### src/rtl/hazard_unit_mc_if.sv
// rtl/hazard_unit_mc_if.sv - pipeline hazard-unit signal bundle
// master drives stage information, slave (the hazard unit) returns stall/flush/forward controls.
interface hazard_unit_mc_if #(
  parameter int AW    = 5,
  parameter int LAT_W = 4,
  parameter int CNT_W = 16
);
  logic [AW-1:0]    Rs1_D, Rs2_D;
  logic [AW-1:0]    Rs1_E, Rs2_E, Rd_E;
  logic [1:0]       ResultSrc_E;
  logic             RegWrite_E;
  logic             PCSrc_E;
  logic             MultiStart_E;
  logic [LAT_W-1:0] MultiLat_E;
  logic [AW-1:0]    Rd_M;
  logic             RegWrite_M;
  logic             MemAccess_M;
  logic             DMemReady_M;
  logic [AW-1:0]    Rd_W;
  logic             RegWrite_W;
  logic             CntClear;
  logic [1:0]       ForwardA_E, ForwardB_E;
  logic             Stall_F, Stall_D, Stall_E, Stall_M;
  logic             Flush_D, Flush_E, Flush_M, Flush_W;
  logic             Busy;
  logic             MemTimeout;
  logic [CNT_W-1:0] StallCount, FlushCount;

  modport master (
    output Rs1_D, Rs2_D, Rs1_E, Rs2_E, Rd_E, ResultSrc_E, RegWrite_E, PCSrc_E,
           MultiStart_E, MultiLat_E, Rd_M, RegWrite_M, MemAccess_M, DMemReady_M,
           Rd_W, RegWrite_W, CntClear,
    input  ForwardA_E, ForwardB_E, Stall_F, Stall_D, Stall_E, Stall_M,
           Flush_D, Flush_E, Flush_M, Flush_W, Busy, MemTimeout, StallCount, FlushCount
  );

  modport slave (
    input  Rs1_D, Rs2_D, Rs1_E, Rs2_E, Rd_E, ResultSrc_E, RegWrite_E, PCSrc_E,
           MultiStart_E, MultiLat_E, Rd_M, RegWrite_M, MemAccess_M, DMemReady_M,
           Rd_W, RegWrite_W, CntClear,
    output ForwardA_E, ForwardB_E, Stall_F, Stall_D, Stall_E, Stall_M,
           Flush_D, Flush_E, Flush_M, Flush_W, Busy, MemTimeout, StallCount, FlushCount
  );
endinterface

### src/rtl/hazard_unit_mc.sv
// rtl/hazard_unit_mc.sv - 5-stage pipeline hazard unit with multi-cycle execute and memory-wait watchdog
// Resolves RAW (forward or stall), load-use, branch flush, multi-cycle occupancy and memory back-pressure.
module hazard_unit_mc #(
  parameter int AW         = 5,
  parameter int LAT_W      = 4,
  parameter int FORWARD_EN = 1,
  parameter int TIMEOUT    = 64,
  parameter int CNT_W      = 16
) (
  input  logic            clk,
  input  logic            rst,
  hazard_unit_mc_if.slave hz
);
  localparam int WC_W = (TIMEOUT > 1) ? $clog2(TIMEOUT + 1) : 1;

  typedef enum logic {IDLE, MULTI} state_t;

  state_t           state, state_n;
  logic [LAT_W-1:0] cnt, cnt_n;
  logic [WC_W-1:0]  wait_cnt;
  logic             mem_timeout;
  logic [CNT_W-1:0] stall_count, flush_count;
  logic [1:0]       fwd_a, fwd_b;
  logic             mem_stall, lw_stall, raw_stall, rs1_hit, rs2_hit, multi_stall;
  logic             stall_f, flush_d;

  assign mem_stall = hz.MemAccess_M & ~hz.DMemReady_M;

  assign lw_stall = (hz.ResultSrc_E == 2'b01) && (hz.Rd_E != '0) &&
                    ((hz.Rd_E == hz.Rs1_D) || (hz.Rd_E == hz.Rs2_D));

  // Writeback is not checked: the register file writes through to Decode reads.
  assign rs1_hit = (hz.Rs1_D != '0) && ((hz.RegWrite_E && hz.Rs1_D == hz.Rd_E) ||
                                        (hz.RegWrite_M && hz.Rs1_D == hz.Rd_M));
  assign rs2_hit = (hz.Rs2_D != '0) && ((hz.RegWrite_E && hz.Rs2_D == hz.Rd_E) ||
                                        (hz.RegWrite_M && hz.Rs2_D == hz.Rd_M));
  assign raw_stall = (FORWARD_EN == 0) && (rs1_hit || rs2_hit);

  always_comb begin
    fwd_a = 2'b00;
    fwd_b = 2'b00;
    if (FORWARD_EN != 0) begin
      if (hz.Rs1_E != '0 && hz.RegWrite_M && hz.Rs1_E == hz.Rd_M)      fwd_a = 2'b10;
      else if (hz.Rs1_E != '0 && hz.RegWrite_W && hz.Rs1_E == hz.Rd_W) fwd_a = 2'b01;
      if (hz.Rs2_E != '0 && hz.RegWrite_M && hz.Rs2_E == hz.Rd_M)      fwd_b = 2'b10;
      else if (hz.Rs2_E != '0 && hz.RegWrite_W && hz.Rs2_E == hz.Rd_W) fwd_b = 2'b01;
    end
  end

  // cnt counts remaining Execute cycles; the op's last cycle (cnt==1) releases the stall.
  always_comb begin
    state_n     = state;
    cnt_n       = cnt;
    multi_stall = 1'b0;
    if (!mem_stall) begin
      case (state)
        IDLE: begin
          if (hz.MultiStart_E && hz.MultiLat_E >= LAT_W'(2)) begin
            multi_stall = 1'b1;
            cnt_n       = hz.MultiLat_E - LAT_W'(1);
            state_n     = MULTI;
          end
        end
        MULTI: begin
          if (cnt > LAT_W'(1)) begin
            multi_stall = 1'b1;
            cnt_n       = cnt - LAT_W'(1);
          end else begin
            cnt_n   = '0;
            state_n = IDLE;
          end
        end
        default: begin
          state_n = IDLE;
          cnt_n   = '0;
        end
      endcase
    end
  end

  always_comb begin
    stall_f    = 1'b0;
    flush_d    = 1'b0;
    hz.Stall_D = 1'b0;
    hz.Stall_E = 1'b0;
    hz.Stall_M = 1'b0;
    hz.Flush_E = 1'b0;
    hz.Flush_M = 1'b0;
    hz.Flush_W = 1'b0;
    if (rst) begin
      flush_d    = 1'b1;
      hz.Flush_E = 1'b1;
      hz.Flush_M = 1'b1;
      hz.Flush_W = 1'b1;
    end else if (mem_stall) begin
      stall_f    = 1'b1;
      hz.Stall_D = 1'b1;
      hz.Stall_E = 1'b1;
      hz.Stall_M = 1'b1;
      hz.Flush_W = 1'b1;
    end else if (multi_stall) begin
      stall_f    = 1'b1;
      hz.Stall_D = 1'b1;
      hz.Stall_E = 1'b1;
      hz.Flush_M = 1'b1;
    end else if (hz.PCSrc_E && state == IDLE) begin
      flush_d    = 1'b1;
      hz.Flush_E = 1'b1;
    end else if (lw_stall || raw_stall) begin
      stall_f    = 1'b1;
      hz.Stall_D = 1'b1;
      hz.Flush_E = 1'b1;
    end
  end

  assign hz.Stall_F    = stall_f;
  assign hz.Flush_D    = flush_d;
  assign hz.ForwardA_E = rst ? 2'b00 : fwd_a;
  assign hz.ForwardB_E = rst ? 2'b00 : fwd_b;
  assign hz.Busy       = (state == MULTI);
  assign hz.MemTimeout = mem_timeout;
  assign hz.StallCount = stall_count;
  assign hz.FlushCount = flush_count;

  always_ff @(posedge clk) begin
    if (rst) begin
      state <= IDLE;
      cnt   <= '0;
    end else begin
      state <= state_n;
      cnt   <= cnt_n;
    end
  end

  always_ff @(posedge clk) begin
    if (rst) begin
      wait_cnt    <= '0;
      mem_timeout <= 1'b0;
    end else begin
      if (!mem_stall)          wait_cnt <= '0;
      else if (wait_cnt != '1) wait_cnt <= wait_cnt + WC_W'(1);
      if (TIMEOUT != 0 && mem_stall && wait_cnt == WC_W'(TIMEOUT - 1)) mem_timeout <= 1'b1;
    end
  end

  always_ff @(posedge clk) begin
    if (rst || hz.CntClear) begin
      stall_count <= '0;
      flush_count <= '0;
    end else begin
      if (stall_f && stall_count != '1) stall_count <= stall_count + CNT_W'(1);
      if (flush_d && flush_count != '1) flush_count <= flush_count + CNT_W'(1);
    end
  end
endmodule
### src/flat_wrapper.sv
// flat-port wrapper written by rule: the top's interface ports become plain ports
module hazard_unit_mc_flat 
#(
  parameter int AW         = 5,
  parameter int LAT_W      = 4,
  parameter int FORWARD_EN = 1,
  parameter int TIMEOUT    = 64,
  parameter int CNT_W      = 16
)
  (clk, rst, hz_Rs1_D, hz_Rs2_D, hz_Rs1_E, hz_Rs2_E, hz_Rd_E, hz_ResultSrc_E, hz_RegWrite_E, hz_PCSrc_E, hz_MultiStart_E, hz_MultiLat_E, hz_Rd_M, hz_RegWrite_M, hz_MemAccess_M, hz_DMemReady_M, hz_Rd_W, hz_RegWrite_W, hz_CntClear, hz_ForwardA_E, hz_ForwardB_E, hz_Stall_F, hz_Stall_D, hz_Stall_E, hz_Stall_M, hz_Flush_D, hz_Flush_E, hz_Flush_M, hz_Flush_W, hz_Busy, hz_MemTimeout, hz_StallCount, hz_FlushCount);
  hazard_unit_mc_if #(.AW(AW), .LAT_W(LAT_W), .CNT_W(CNT_W)) hz_i ();
  input  logic clk;
  input  logic rst;
  input wire logic [$bits(hz_i.Rs1_D)-1:0] hz_Rs1_D;
  input wire logic [$bits(hz_i.Rs2_D)-1:0] hz_Rs2_D;
  input wire logic [$bits(hz_i.Rs1_E)-1:0] hz_Rs1_E;
  input wire logic [$bits(hz_i.Rs2_E)-1:0] hz_Rs2_E;
  input wire logic [$bits(hz_i.Rd_E)-1:0] hz_Rd_E;
  input wire logic [$bits(hz_i.ResultSrc_E)-1:0] hz_ResultSrc_E;
  input wire logic [$bits(hz_i.RegWrite_E)-1:0] hz_RegWrite_E;
  input wire logic [$bits(hz_i.PCSrc_E)-1:0] hz_PCSrc_E;
  input wire logic [$bits(hz_i.MultiStart_E)-1:0] hz_MultiStart_E;
  input wire logic [$bits(hz_i.MultiLat_E)-1:0] hz_MultiLat_E;
  input wire logic [$bits(hz_i.Rd_M)-1:0] hz_Rd_M;
  input wire logic [$bits(hz_i.RegWrite_M)-1:0] hz_RegWrite_M;
  input wire logic [$bits(hz_i.MemAccess_M)-1:0] hz_MemAccess_M;
  input wire logic [$bits(hz_i.DMemReady_M)-1:0] hz_DMemReady_M;
  input wire logic [$bits(hz_i.Rd_W)-1:0] hz_Rd_W;
  input wire logic [$bits(hz_i.RegWrite_W)-1:0] hz_RegWrite_W;
  input wire logic [$bits(hz_i.CntClear)-1:0] hz_CntClear;
  output wire logic [$bits(hz_i.ForwardA_E)-1:0] hz_ForwardA_E;
  output wire logic [$bits(hz_i.ForwardB_E)-1:0] hz_ForwardB_E;
  output wire logic [$bits(hz_i.Stall_F)-1:0] hz_Stall_F;
  output wire logic [$bits(hz_i.Stall_D)-1:0] hz_Stall_D;
  output wire logic [$bits(hz_i.Stall_E)-1:0] hz_Stall_E;
  output wire logic [$bits(hz_i.Stall_M)-1:0] hz_Stall_M;
  output wire logic [$bits(hz_i.Flush_D)-1:0] hz_Flush_D;
  output wire logic [$bits(hz_i.Flush_E)-1:0] hz_Flush_E;
  output wire logic [$bits(hz_i.Flush_M)-1:0] hz_Flush_M;
  output wire logic [$bits(hz_i.Flush_W)-1:0] hz_Flush_W;
  output wire logic [$bits(hz_i.Busy)-1:0] hz_Busy;
  output wire logic [$bits(hz_i.MemTimeout)-1:0] hz_MemTimeout;
  output wire logic [$bits(hz_i.StallCount)-1:0] hz_StallCount;
  output wire logic [$bits(hz_i.FlushCount)-1:0] hz_FlushCount;
  assign hz_i.Rs1_D = hz_Rs1_D;
  assign hz_i.Rs2_D = hz_Rs2_D;
  assign hz_i.Rs1_E = hz_Rs1_E;
  assign hz_i.Rs2_E = hz_Rs2_E;
  assign hz_i.Rd_E = hz_Rd_E;
  assign hz_i.ResultSrc_E = hz_ResultSrc_E;
  assign hz_i.RegWrite_E = hz_RegWrite_E;
  assign hz_i.PCSrc_E = hz_PCSrc_E;
  assign hz_i.MultiStart_E = hz_MultiStart_E;
  assign hz_i.MultiLat_E = hz_MultiLat_E;
  assign hz_i.Rd_M = hz_Rd_M;
  assign hz_i.RegWrite_M = hz_RegWrite_M;
  assign hz_i.MemAccess_M = hz_MemAccess_M;
  assign hz_i.DMemReady_M = hz_DMemReady_M;
  assign hz_i.Rd_W = hz_Rd_W;
  assign hz_i.RegWrite_W = hz_RegWrite_W;
  assign hz_i.CntClear = hz_CntClear;
  assign hz_ForwardA_E = hz_i.ForwardA_E;
  assign hz_ForwardB_E = hz_i.ForwardB_E;
  assign hz_Stall_F = hz_i.Stall_F;
  assign hz_Stall_D = hz_i.Stall_D;
  assign hz_Stall_E = hz_i.Stall_E;
  assign hz_Stall_M = hz_i.Stall_M;
  assign hz_Flush_D = hz_i.Flush_D;
  assign hz_Flush_E = hz_i.Flush_E;
  assign hz_Flush_M = hz_i.Flush_M;
  assign hz_Flush_W = hz_i.Flush_W;
  assign hz_Busy = hz_i.Busy;
  assign hz_MemTimeout = hz_i.MemTimeout;
  assign hz_StallCount = hz_i.StallCount;
  assign hz_FlushCount = hz_i.FlushCount;
  hazard_unit_mc #(.AW(AW), .LAT_W(LAT_W), .FORWARD_EN(FORWARD_EN), .TIMEOUT(TIMEOUT), .CNT_W(CNT_W)) u_core (.clk(clk), .rst(rst), .hz(hz_i));
endmodule
### config.mk
export PLATFORM = sky130hd
export DESIGN_NAME = hazard_unit_mc_flat
export DESIGN_NICKNAME = d
export VERILOG_FILES = /design/src/rtl/hazard_unit_mc_if.sv /design/src/rtl/hazard_unit_mc.sv /design/src/flat_wrapper.sv
export SDC_FILE = /design/constraint.sdc
export NUM_CORES = 1
export LEC_CHECK = 0
export CORE_ASPECT_RATIO = 1.2
export CORE_MARGIN = 3
export CORE_UTILIZATION = 45
export CTS_CLUSTER_DIAMETER = 40
export CTS_CLUSTER_SIZE = 24
export DETAILED_ROUTE_END_ITERATION = 10
export PLACE_DENSITY = 0.92
export SKIP_CTS_REPAIR_TIMING = 1
export SLEW_MARGIN = 25
export SYNTH_ARGS = -nofsm -noshare
export SYNTH_HDL_FRONTEND = slang
export SYNTH_SLANG_ARGS = --single-unit
export TNS_END_PERCENT = 100
### constraint.sdc
create_clock -name clk -period 2.5 [get_ports clk]
set_input_delay 0.5 -clock clk [delete_from_list [all_inputs] [get_ports clk]]
set_output_delay 0.5 -clock clk [all_outputs]
set_load 0.03 [all_outputs]
==> metrics.md, run 1 <==
| Metric | Value |
|---|---|
| Status | complete, but fails checks |
| Violated checks | negative setup slack |
| Area grow syn2layout | 57.02% |
| Stages on worst setup path | 7 |
| Worst Hold Path Cells | 2 |
| Max-slew headroom | 0.5933 |
| Drc violations | 0 |
| Final Slew Violations | 0 |
| WP data arrival | 2.04 ns |
| Crit path launch type | input port |
| CP Class | in -> out |
| Clk_skew | 0.005796 ns |
| Top cells by area, synth | dfxtp_1 (34%), xnor2_1 (14%), nor2_1 (5.7%), xor2_1 (4.0%), ha_1 (3.3%) |
| Nets | 501 |
| Static leakage | 1.605 nW |
| Post-synth EDFFs | 0 |
| Hold WC Path Type | reg -> reg |
| Sink Count | 45 |
| Worst-path clk slew | 0.08 ns |
| Post-synthesis cell area | 0.002629 mm² |
| Vias/cell | 5.403 |
| Post-synth ARST share | 0 |
| CTS buffer count | 5 |
| Final Hold Viols | 0 |
| Final Wtd Congestion | 0.8389 |
| Pin count of the biggest net entering global routing | 33 |
| Clock Path Buffers | 2 |
| Worst skew pair latency | 0.30 ns |
| Initial detailed-routing violation count | 88 |
| Final setup violation count | 2 |
| Dominant cell type by area after synthesis | dfxtp_1 |
| Syn_nets | 376 |
| Initial antenna violation count | 0 |
| Max FO, Critical Path | 3 |
| GRT Total Usage | 0.2226 |
| Clock root buffer | clkbuf_8 |
| DR pass1 iterations | 4 |
| Fmax | 393.5 MHz |
| Inst Count DP | 510 |
| Synth top area share | 0.3427 |
| Cells after Synth | 318 |
| Chip Height | 89.73 µm |
| Crit path required time | 2.00 ns |
| Max cap viols | 0 |
| Power Dens Cells | 386.1 mW/mm² |
| PortBufs | 95 |
| Critical path endpoint category | output port |
| Worst-path cell chain | dlymetal6s2s_1, or4_4, nor2_4, nor4_2, buf_4, nor4_4, buf_6 |
| Hold_ws | 0.4921 ns |
| Die Footprint | 0.006798 mm² |
| Die W | 75.77 µm |
| Share of cells above drive strength 1 | 0.1959 |
| TritonCTS clock tree | built |
| Max rail drop VDD | 0.3971 mV |
| Synth cell types | 46 |
| Crit path max-delay family | simple AND/OR/NAND/NOR gates |
| FF-to-FF path depth | 11 |
| Core Util, Final | 0.7534 |
| Vias | 2815 |
| Min Tclk post-route | 2.541 ns |
| Antenna-violating nets left | 0 |
| First-pass GRT wire length | 12120 µm |
| Setup slack after layout | -0.04138 ns |
| Period utilization | 1.017 |
| Main synth FF type | dfxtp_1 |
| Row Count | 29 |
| Slew @ Worst Pin | 0.6101 ns |
| CP Buf/Inv Count | 3 |
| Initial Util | 0.4798 |
| WL/cell | 15.99 µm |
| Fin cells | 521 |
| Worst slack, placed | -0.6876 ns |
| H-tree levels | 2 |
| Yosys Warn Count | 0 |
| Final wirelength | 8329 µm |
| Number of diodes | 0 |
| Crit-path slowest cell | or4_4 |
| Hpwl dp | 5928 µm |
| Core Area | 0.005479 mm² |
| Sequential element share of the synthesized area | 0.3427 |
| Syn Area/Cell | 8.267 µm² |
| CP peak stage delay | 0.50 ns |
| Vias in the first global route | 2702 |
| IO Pins | 97 |
| Grt ovf | 0 |
| #FFs+latches synth | 45 |
layout by cell type, fill, tap and decap left out, types with 2 or more instances in the layout:
cell type,Yosys,layout
nor4_2,0,2
o221ai_1,2,2
or4_4,0,3
nor4_1,7,2
inv_2,1,2
or2_2,2,2
nand4_1,10,10
nor2_1,40,36
dfxtp_1,45,45
nor2_4,0,3
or3_4,0,2
ha_1,7,6
xnor2_1,43,43
o21ai_0,8,8
nor4_4,0,3
dlymetal6s2s_1,0,18
nor3_1,7,7
and3_1,10,10
o21ai_1,9,9
clkbuf_8,0,5
nor2b_1,5,4
a21oi_2,1,3
buf_4,2,35
clkbuf_1,6,2
buf_6,1,6
clkbuf_2,0,7
a21oi_1,15,13
clkdlybuf4s50_1,0,61
nand3_1,16,16
o211ai_1,2,2
and4_1,4,4
nand2_1,18,18
nand2b_1,2,2
inv_1,9,8
xor2_1,12,12
or3_1,11,9
power breakdown:
| group | internal [mW] | switching, mW | total (mW) |
|---|---|---|---|
| registers | 0.728 | 0.0153 | 0.744 |
| logic | 0.209 | 0.206 | 0.415 |
| clock network | 0.198 | 0.237 | 0.435 |
| total | 1.14 | 0.458 | 1.59 |
cells in the mapped netlist (8+ instances only):
| cell type | instances |
|---|---|
| nand2_1 | 18 |
| dfxtp_1 | 45 |
| nand3_1 | 16 |
| and3_1 | 10 |
| or3_1 | 11 |
| xnor2_1 | 43 |
| nor2_1 | 40 |
| inv_1 | 9 |
| nand4_1 | 10 |
| o21ai_1 | 9 |
| o21ai_0 | 8 |
| a21oi_1 | 15 |
| xor2_1 | 12 |
registers in the layout (all words and copies together), names as in the netlist:
register / cells
u_core.hz.Busy: 1
u_core.cnt: 4
u_core.hz.FlushCount: 16
u_core.hz.MemTimeout: 1
u_core.wait_cnt: 7
u_core.hz.StallCount: 16
layout make-up:
| type | count | area [µm²] |
|---|---|---|
| clock inverter | 1 | 7.507 |
| timing repair buffer | 128 | 1221 |
| sequential | 45 | 900.9 |
| tap | 77 | 96.34 |
| inverter | 10 | 37.54 |
| multi-input combinational | 253 | 1788 |
| clock buffer | 7 | 76.32 |
| fill | 362 | 1351 |
per-stage QoR:
step | setup TNS, ns | instance area (µm²) | total power [mW]
2_1_floorplan | 0 | 2641 | 0.9507
3_3_place_gp | -13.44 | 3857 | 1.133
3_5_place_dp | -16.06 | 3857 | 1.147
4_1_cts | -7.416 | 3941 | 1.581
5_1_grt | -0.2467 | 4128 | 1.671
6_report | -0.06794 | 4128 | 1.594
tightest hold or removal path: stages (launching register included):
cell and delay [ns]:
dfxtp_1 0.33, nand3_1 0.07, a21oi_1 0.05
routing by layer:
metal  share of wire  GRT usage
met5               0          0
met4           0.041    0.08163
met3           0.070    0.05915
met2            0.52     0.3879
met1            0.37     0.2488
cells by family (layout without fill, tap and decap cells):
group,count (synthesis),count (layout),synth area share
compound gates,50,50,0.1257
mux,1,1,0.003808
xor+xnor,55,55,0.1832
simple gates,140,140,0.2765
flops,45,45,0.3427
buf+inv,20,146,0.03474
fa+ha+maj,7,7,0.03332
final timing paths:
check,endpoint,from,slack (ns)
worst max-delay path,hz_ForwardB_E[0],hz_Rs2_E[2],-0.04
worst min-delay path,u_core.wait_cnt[1]$_SDFFE_PN0P_,u_core.wait_cnt[1]$_SDFFE_PN0P_,0.49
worst max register to register,u_core.hz.StallCount[8]$_SDFFE_PP0P_,u_core.cnt[0]$_SDFFE_PP0P_,0.21
worst min register to register,u_core.wait_cnt[1]$_SDFFE_PN0P_,u_core.wait_cnt[1]$_SDFFE_PN0P_,0.49
Note: power is estimated with default switching activity, not from simulation.
==> inputs of run 2 (changes only) <==
--- a/config.mk
+++ b/config.mk
@@ -11,9 +11,10 @@
 export CTS_CLUSTER_DIAMETER = 40
 export CTS_CLUSTER_SIZE = 24
 export DETAILED_ROUTE_END_ITERATION = 10
+export HOLD_SLACK_MARGIN = 0.12
 export PLACE_DENSITY = 0.92
 export SKIP_CTS_REPAIR_TIMING = 1
-export SLEW_MARGIN = 25
+export SLEW_MARGIN = 5
 export SYNTH_ARGS = -nofsm -noshare
 export SYNTH_HDL_FRONTEND = slang
 export SYNTH_SLANG_ARGS = --single-unit
==> results of run 2 <==
The final DEF is identical to that of run 1; final timing and power are the same.
==> inputs of run 3 (changes only) <==
--- a/config.mk
+++ b/config.mk
@@ -7,12 +7,12 @@
 export LEC_CHECK = 0
 export CORE_ASPECT_RATIO = 1.2
 export CORE_MARGIN = 3
-export CORE_UTILIZATION = 45
+export CORE_UTILIZATION = 40
 export CTS_CLUSTER_DIAMETER = 40
 export CTS_CLUSTER_SIZE = 24
 export DETAILED_ROUTE_END_ITERATION = 10
 export HOLD_SLACK_MARGIN = 0.12
-export PLACE_DENSITY = 0.92
+export PLACE_DENSITY = 0.76
 export SKIP_CTS_REPAIR_TIMING = 1
 export SLEW_MARGIN = 5
 export SYNTH_ARGS = -nofsm -noshare
==> constraint.sdc (replaced) <==
create_clock -name clk -period 2.3 [get_ports clk]
set_input_delay 0.46 -clock clk [delete_from_list [all_inputs] [get_ports clk]]
set_output_delay 0.46 -clock clk [all_outputs]
set_load 0.03 [all_outputs]
==> run 3 against run 2 <==
The run still ends with negative setup slack left; clock power increased by 18%; flip-flop and latch count unchanged; power increased by 15%; combinational power rose by 23%; largest power group unchanged.
==> metrics.md, run 3 (same netlist as run 1, synthesis figures left out) <==
| Metric | Value |
|---|---|
| Area grow syn2layout | 65.40% |
| Max rail drop VDD | 0.3661 mV (-7.8%) |
| Clock root buffer | clkbuf_8 |
| Number of diodes | 0 (unchanged) |
| Max-slew headroom | 0.5878 (-0.005528) |
| Chip Height | 94.81 µm (+5.7%) |
| Sink Count | 45 (unchanged) |
| Setup slack after layout | -0.04282 ns (-0.001448 ns) |
| Min Tclk post-route | 2.343 ns |
| Grt ovf | 0 (unchanged) |
| P_int | 1.279 mW (+13%) |
| TritonCTS clock tree | built |
| WL/cell | 15.17 µm (-5.1%) |
| Row Count | 31 (+6.9%) |
| Initial antenna violation count | 0 (unchanged) |
| Slew @ Worst Pin | 0.6184 ns (+0.008292 ns) |
| Pin count of the biggest net entering global routing | 33 (unchanged) |
| Clock power frac | 0.280 (+0.007) |
| Crit path required time | 1.84 ns (-0.16 ns) |
| Hold WC Path Type | reg -> reg |
| Psw | 0.5508 mW (+20%) |
| Worst-path clk slew | 0.10 ns (+0.02 ns) |
| IO Pins | 97 (unchanged) |
| Vias/cell | 5.186 (-4.0%) |
| Filler instances | 498 (+38%) |
| Clk_skew | 0.01293 ns (+0.007134 ns) |
| Most frequent cells in the layout | buf_4 (49), clkdlybuf4s50_1 (47), dfxtp_1 (43), xnor2_1 (38), nor2_1 (35) |
| CP peak stage delay | 0.42 ns (-0.08 ns) |
| Crit path launch type | input port |
| H-tree levels | 2 (unchanged) |
| Commonest non-fill, non-tap cell in the layout | buf_4 |
| Vias in the first global route | 2692 (-0.37%) |
| Max cap viols | 0 (unchanged) |
| CTS buffer count | 5 (unchanged) |
| Hold_ws | 0.4876 ns (-0.004472 ns) |
| Die W | 80.01 µm (+5.6%) |
| Period utilization | 1.019 |
| Initial Util | 0.4236 (-0.05620) |
| Final setup violation count | 2 (unchanged) |
| Antenna-violating nets left | 0 (unchanged) |
| Hpwl dp | 5887 µm (-0.69%) |
| Clock Path Buffers | 2 (unchanged) |
| Worst-path cell chain | clkbuf_2, ha_2, nor4_1, o211ai_1, a21oi_2, nor2_2, buf_6 |
| Switching share of total power | 0.3010 (+0.01354) |
| Worst skew pair latency | 0.31 ns (about the same) |
| Power Dens Cells | 420.9 mW/mm² (+9.0%) |
| Status | complete, but fails checks |
| DR pass1 iterations | 4 (unchanged) |
| Die Footprint | 0.007585 mm² (+12%) |
| Initial detailed-routing violation count | 113 (+28%) |
| PortBufs | 95 (unchanged) |
| Crit-path slowest cell | nor4_1 |
| CP Class | in -> out |
| WP data arrival | 1.88 ns (-0.16 ns) |
| Vias | 2816 (+0.036%) |
| Total Power | 1.830 mW (+15%) |
| Max FO, Critical Path | 3 (unchanged) |
| Violated checks | negative setup slack |
| Final Wtd Congestion | 0.8400 (+0.13%) |
| Flop pwr share | 0.442 (-0.025) |
| Critical path endpoint category | output port |
| RSZ-0062 raised after global routing | true |
| Nets | 518 (+3.4%) |
| Share of cells above drive strength 1 | 0.2668 (+0.07087) |
| GRT Total Usage | 0.1951 (-0.02751) |
| Static leakage | 1.806 nW (+13%) |
| Final Slew Violations | 0 (unchanged) |
| Drc violations | 0 (unchanged) |
| Final wirelength | 8239 µm (-1.1%) |
| First-pass GRT wire length | 11900 µm (-1.8%) |
| Fmax | 426.8 MHz |
| Combinational Power Share | 0.278 (+0.017) |
| Final Hold Viols | 0 (unchanged) |
| Core Area | 0.006206 mm² (+13%) |
run 3: cell types whose count changed in the layout (fill, tap and decap cells not counted), moves of 3 or more:
cell,delta
xnor2_1,-5
clkbuf_2,+3
buf_6,+6
clkdlybuf4s50_1,-14
dlymetal6s2s_1,+8
buf_4,+14
xnor2_2,+5
run 3: final timing paths:
check / startpoint / to / slack, ns / cells past startpoint
setup / recovery: hz_MultiLat_E[1] / hz_Stall_F / -0.04 / 7
hold / removal: u_core.wait_cnt[1]$_SDFFE_PN0P_ / u_core.wait_cnt[1]$_SDFFE_PN0P_ / 0.49 / 2
setup reg to reg: u_core.cnt[0]$_SDFFE_PP0P_ / u_core.hz.StallCount[12]$_SDFFE_PP0P_ / 0.16 / 11
hold reg to reg: u_core.wait_cnt[1]$_SDFFE_PN0P_ / u_core.wait_cnt[1]$_SDFFE_PN0P_ / 0.49 / 2
run 3: power by group through the flow:
stage	combinational [mW]	sequential, mW	clock, mW
3_5_place_dp	0.447	0.823	0
4_1_cts	0.450	0.805	0.526
3_3_place_gp	0.440	0.823	0
5_1_grt	0.547	0.810	0.556
2_1_floorplan	0.206	0.829	0
6_report	0.509	0.808	0.513
run 3: layout make-up:
cell class              count  area, µm²  share of cell area
multi-input cells         253       1854              0.4265
well taps                  82      102.6             0.02360
repair buffers            145       1354              0.3114
flip-flops and latches     45      903.4              0.2078
clock inverters             3      25.02            0.005755
clock buffers               5      68.82             0.01583
inverters                  10      40.04            0.009209
run 3: per-stage QoR:
stage | std cells | instance area (µm²) | TNS (ns) | utilization | worst slack, ns
final | 543 | 4348 | -0.08563 | 0.7006 | -0.04282
after global routing | 543 | 4348 | -0.7428 | 0.7006 | -0.1687
after CTS | 536 | 4051 | -12.56 | 0.6528 | -0.8018
after detailed placement | 528 | 3958 | -22.38 | 0.6377 | -0.7715
after floorplan | 318 | 2653 | -0.01860 | - | -0.01860
after global placement | 528 | 3958 | -19.91 | 0.6377 | -0.7436
run 3: metal layers:
metal | track usage | vias up | routed length [µm]
li1 | - | 1394 | -
met2 | 0.3605 | 96 | 4409
met3 | 0.03912 | 15 | 506
met4 | 0.05352 | 0 | 175
met1 | 0.2253 | 1311 | 3147
met5 | 0 | - | 0
run 3: worst max-delay path: cells and delay by family:
kind	cells	cell delay (ns)
adder cells (fa/ha/maj)	1	0.20
AO/OA/AOI/OAI	2	0.47
AND/OR/NAND/NOR	2	0.51
buffers and inverters	2	0.23
